===== config.mk =====
export PLATFORM = sky130hd
export DESIGN_NAME = exec_sequencer
export DESIGN_NICKNAME = d
export VERILOG_FILES = /design/src/rtl/exec_sequencer.sv
export SDC_FILE = /design/constraint.sdc
export NUM_CORES = 1
export LEC_CHECK = 0
export BUFFER_PORTS_ARGS = -buffer_cell sky130_fd_sc_hd__buf_2
export CAP_MARGIN = 20
export CORE_MARGIN = 2
export CORE_UTILIZATION = 30
export DETAILED_ROUTE_END_ITERATION = 8
export GPL_TIMING_DRIVEN = 0
export PLACE_DENSITY_LB_ADDON = 0.15
export SLEW_MARGIN = 20
export SYNTH_ARGS = -nofsm -noshare
export SYNTH_HDL_FRONTEND = slang
export SYNTH_SLANG_ARGS = --single-unit

===== constraint.sdc =====
create_clock -name clk -period 2.2 [get_ports clk]
set_input_delay 0.22 -clock clk [delete_from_list [all_inputs] [get_ports clk]]
set_output_delay 0.22 -clock clk [all_outputs]
set_load 0.03 [all_outputs]

===== src/rtl/exec_sequencer.sv =====
// exec_sequencer: fetch/decode/execute controller for the microprocessor core.
// Owns the program counter, addresses the instruction ROM, latches the
// instruction, resolves jmp/cjmp against a latched carry and pulses reg_we
// once per non-jump instruction. Adds run/step/halt control and a PC breakpoint.
//
// Ports:
//   clk, rst          clock (rising edge), asynchronous active-high reset
//   run, step         free-run level / single-instruction pulse
//   halt_req          stop at the next instruction boundary
//   bp_en, bp_addr    breakpoint enable and PC
//   rom_addr/rom_data ROM address out, registered ROM data in (1-cycle latency)
//   alu_cout          datapath carry, sampled in EXECUTE
//   inst, reg_we      latched instruction, register write enable
//   pc, halted        current PC, high while idle
//   retired           wrapping count of completed instructions
module exec_sequencer #(
  parameter int BIT_WIDTH  = 4,
  parameter int INST_WIDTH = BIT_WIDTH + 4,
  parameter int PC_WIDTH   = 4,
  parameter int CNT_WIDTH  = 8
) (
  input  logic                  clk,
  input  logic                  rst,
  input  logic                  run,
  input  logic                  step,
  input  logic                  halt_req,
  input  logic                  bp_en,
  input  logic [PC_WIDTH-1:0]   bp_addr,
  output logic [PC_WIDTH-1:0]   rom_addr,
  input  logic [INST_WIDTH-1:0] rom_data,
  input  logic                  alu_cout,
  output logic [INST_WIDTH-1:0] inst,
  output logic                  reg_we,
  output logic [PC_WIDTH-1:0]   pc,
  output logic                  halted,
  output logic [CNT_WIDTH-1:0]  retired
);

  typedef enum logic [1:0] {
    S_IDLE,
    S_FETCH,
    S_DECODE,
    S_EXECUTE
  } state_t;

  state_t                state_q, state_d;
  logic [PC_WIDTH-1:0]   pc_q, pc_d;
  logic [INST_WIDTH-1:0] inst_q, inst_d;
  logic                  carry_q, carry_d;
  logic                  bp_skip_q, bp_skip_d;
  logic                  step_mode_q, step_mode_d;
  logic [CNT_WIDTH-1:0]  retired_q, retired_d;

  logic                  is_jmp;
  logic                  is_cjmp;
  logic [PC_WIDTH-1:0]   target;
  logic [PC_WIDTH-1:0]   pc_inc;
  logic                  run_ok;

  assign is_jmp  = inst_q[INST_WIDTH-1];
  assign is_cjmp = inst_q[INST_WIDTH-2];
  assign target  = inst_q[PC_WIDTH-1:0];
  assign pc_inc  = pc_q + 1'b1;
  assign run_ok  = run && !halt_req;

  always_ff @(posedge clk or posedge rst) begin
    if (rst) begin
      state_q     <= S_IDLE;
      pc_q        <= '0;
      inst_q      <= '0;
      carry_q     <= 1'b0;
      bp_skip_q   <= 1'b0;
      step_mode_q <= 1'b0;
      retired_q   <= '0;
    end else begin
      state_q     <= state_d;
      pc_q        <= pc_d;
      inst_q      <= inst_d;
      carry_q     <= carry_d;
      bp_skip_q   <= bp_skip_d;
      step_mode_q <= step_mode_d;
      retired_q   <= retired_d;
    end
  end

  always_comb begin
    state_d     = state_q;
    pc_d        = pc_q;
    inst_d      = inst_q;
    carry_d     = carry_q;
    bp_skip_d   = bp_skip_q;
    step_mode_d = step_mode_q;
    retired_d   = retired_q;
    reg_we      = 1'b0;

    unique case (state_q)
      S_IDLE: begin
        // run wins over step; halt_req only gates run
        if (step || run_ok) begin
          state_d     = S_FETCH;
          step_mode_d = !run_ok;
          bp_skip_d   = 1'b1;
        end
      end
      S_FETCH: begin
        state_d = S_DECODE;
      end
      S_DECODE: begin
        inst_d  = rom_data;
        state_d = S_EXECUTE;
      end
      S_EXECUTE: begin
        if (is_jmp) begin
          pc_d = target;
        end else if (is_cjmp) begin
          pc_d = carry_q ? target : pc_inc;
        end else begin
          reg_we  = 1'b1;
          pc_d    = pc_inc;
          carry_d = alu_cout;
        end
        retired_d = retired_q + 1'b1;
        bp_skip_d = 1'b0;
        // Breakpoint compares the PC about to be fetched; bp_skip lets the
        // first instruction after a resume run past its own breakpoint.
        if (halt_req || step_mode_q) begin
          state_d = S_IDLE;
        end else if (bp_en && (pc_d == bp_addr) && !bp_skip_q) begin
          state_d = S_IDLE;
        end else begin
          state_d = S_FETCH;
        end
      end
      default: begin
        state_d = S_IDLE;
      end
    endcase
  end

  assign rom_addr = pc_q;
  assign pc       = pc_q;
  assign inst     = inst_q;
  assign halted   = (state_q == S_IDLE);
  assign retired  = retired_q;

endmodule


==> impl_metrics.env <==
export IMPL_clk_path_buf_depth=2
export IMPL_yosysUniqueCellTypes=32
export IMPL_setup_violations=0
export IMPL_cts_htree_levels=1
export IMPL_postRouteAntennaNets=0
export IMPL_r2r_setup_slack_ps=480
export IMPL_grt_use_met1=0.169
export IMPL_reg2reg_depth=6
export IMPL_crit_end="reg_we"
export IMPL_num_vias=1011
export IMPL_use_met3=0.0219
export IMPL_first_global_vias=1024
export IMPL_final_hold_viol_count=0
export IMPL_cts_root_buf="clkbuf_8"
export IMPL_hp_start="rom_data[5]"
export IMPL_synth_top_family_by_area="compound AO/OA/AOI/OAI gates"
export IMPL_ys_seq_area_frac=0.493
export IMPL_finalInstanceArea_um2=1630
export IMPL_power_density_nw_per_um2=1670
export IMPL_skew_ps=6.60
export IMPL_synth_compound_area_frac=0.113
export IMPL_first_iter_violations=28
export IMPL_antenna_cells=0
export IMPL_tightestPinTransition_ps=541
export IMPL_cp_end_kind="primary output"
export IMPL_clk_pin_slew_ps=90
export IMPL_p_total_mw=2.71
export IMPL_overflow=0
export IMPL_slew_headroom=0.639
export IMPL_status="finished clean"
export IMPL_cts_sinks=25
export IMPL_ios=45
export IMPL_cp_required_ps=1980
export IMPL_fmax_mhz=572
export IMPL_grt_busiest_layer="met2"
export IMPL_drc_errors=0
export IMPL_hold_class="in2reg"
export IMPL_grt_first_pass_wirelength_um=4780
export IMPL_period_minus_slack_ps=1750
export IMPL_syn_nets=138
export IMPL_cp_arrival_ps=1530
export IMPL_max_cap_violations=0
export IMPL_dpl_worst_slack_ps=491
export IMPL_min_period_over_period=0.794
export IMPL_synth_fa_ha_area_frac=0.0493
export IMPL_r2r_start="state_q[0]"
export IMPL_layout_setup_ws_ps=453
export IMPL_rows=23
export IMPL_area_growth_pct=28.1
export IMPL_totalWireLength_um=2790
export IMPL_crit_type="reg2out"
export IMPL_cts_tree="yes"
export IMPL_viasPerCell=4.72
export IMPL_place_congestion=0.756
export IMPL_crit_path_start_kind="flop"
export IMPL_layout_common_cells="buf_2 (44), dfrtp_1 (25), nand2_1 (10), mux2_2 (10), xnor2_1 (9)"
export IMPL_synthMuxAreaShare=0.104
export IMPL_placedCellCount=208
export IMPL_syn_avg_cell_area_um2=11.1
export IMPL_p_leak_nw=0.784
export IMPL_crit_start="state_q[1]"
export IMPL_grt_setup_unrepaired="false"
export IMPL_post_drt_wl_per_cell_um=13.0
export IMPL_io_buffers=44
export IMPL_groute_usage_overall=0.123
export IMPL_die_height_um=69.1
export IMPL_syn_area_um2=1270
export IMPL_fp_dieW_um=69.1
export IMPL_async_reset_ff_frac=1.00
export IMPL_coreArea_um2=4030
export IMPL_ys_ff_latch=25
export IMPL_place_area_um2=1550
export IMPL_start_util=0.315
export IMPL_vdd_ir_drop_max_uv=666
export IMPL_ys_flop_type="dfrtp_1"
export IMPL_dieArea_um2=4770
export IMPL_drtPass1Iterations=4
export IMPL_cts_made_buffers=3
export IMPL_synth_warning_count=0
export IMPL_met2_usage=0.186
export IMPL_insertion_delay_ps=270
export IMPL_layout_commonest_cell="buf_2"
export IMPL_cts_resized_gates=0
export IMPL_hpwl_um=2050
export IMPL_synth_simple_area_share=0.0936
export IMPL_drive_gt1_frac=0.396
export IMPL_slew_violations=0
export IMPL_instances_no_fill=214
export IMPL_syn_inst=114
export IMPL_worstReg2RegEnd="state_q[0]"
export IMPL_synth_edff_count=0
export IMPL_crit_fanout=6
export IMPL_antenna_found_initial=0
export IMPL_nets=189
export IMPL_grt_start_max_net_pins=26
export IMPL_tns_ps=0
export IMPL_synth_xor_area_frac=0.0966
per-layer routing:
layer  share of wire  wire length [um]
met5               0                 0
met1            0.46              1290
met4           0.013                36
met2            0.48              1340
met3           0.045               125
how the worst min path moves through the flow:
stage	end	depth (start not counted)
floorplan	bp_skip_q	1
global placement	inst[4]	2
detailed placement	inst[2]	2
CTS	inst[5]	2
global route	inst[3]	2
finish	inst[5]	2
cell families (layout without fill, tap and decap cells):
group	Yosys count	after routing
xor+xnor	14	14
flops	25	25
fa+ha+maj	5	5
compound gates	21	21
buf+inv	13	63
simple gates	24	24
mux	12	12
layout make-up:
class,count,area (um^2)
Clock buffer,3,41.3
Multi-Input combinational cell,76,581
Fill cell,420,2400
Buffer,6,37.5
Inverter,7,26.3
Timing Repair Buffer,46,245
Tap cell,50,62.6
Clock inverter,1,7.51
Sequential cell,25,626
cell usage after synthesis, types with 3 or more instances:
master | instances | area, um^2
dfrtp_1 | 25 | 626
mux2_2 | 10 | 113
nand2_1 | 10 | 37.5
xnor2_1 | 9 | 78.8
inv_1 | 7 | 26.3
ha_1 | 5 | 62.6
o21ai_0 | 5 | 25.0
xor2_1 | 5 | 43.8
buf_4 | 4 | 30.0
a21oi_1 | 3 | 15.0
nand4_1 | 3 | 18.8
nor2_1 | 3 | 11.3
state kept, by name, indices dropped and copies added (netlist names):
| signal | cells |
|---|---|
| state_q | 2 |
| bp_skip_q | 1 |
| carry_q | 1 |
| inst | 8 |
| step_mode_q | 1 |
| retired | 8 |
| pc | 4 |
metrics by stage:
| stage | hold WS [ps] | util |
|---|---|---|
| floorplan | 247 | - |
| global placement | 452 | 0.385 |
| detailed placement | 457 | 0.385 |
| CTS | 171 | 0.398 |
| global route | 172 | 0.404 |
| finish | 173 | 0.404 |
critical path: stages, from the launching register on:
cell     delay (ps)
dfrtp_1         420
ha_1            300
nor3b_1         290
buf_2           260
report_power, final:
part,switching [mW],internal (mW),leakage [nW]
clock network,0.150,0.128,0.0217
logic,0.932,0.601,0.460
registers,0.231,0.671,0.302
total,1.31,1.40,0.784
repair_timing:
action,4_1_cts,5_1_grt
endpoints found under the hold margin,0,11
hold buffers,0,1
buffers inserted,0,0
Note: power is estimated with default switching activity, not from simulation.
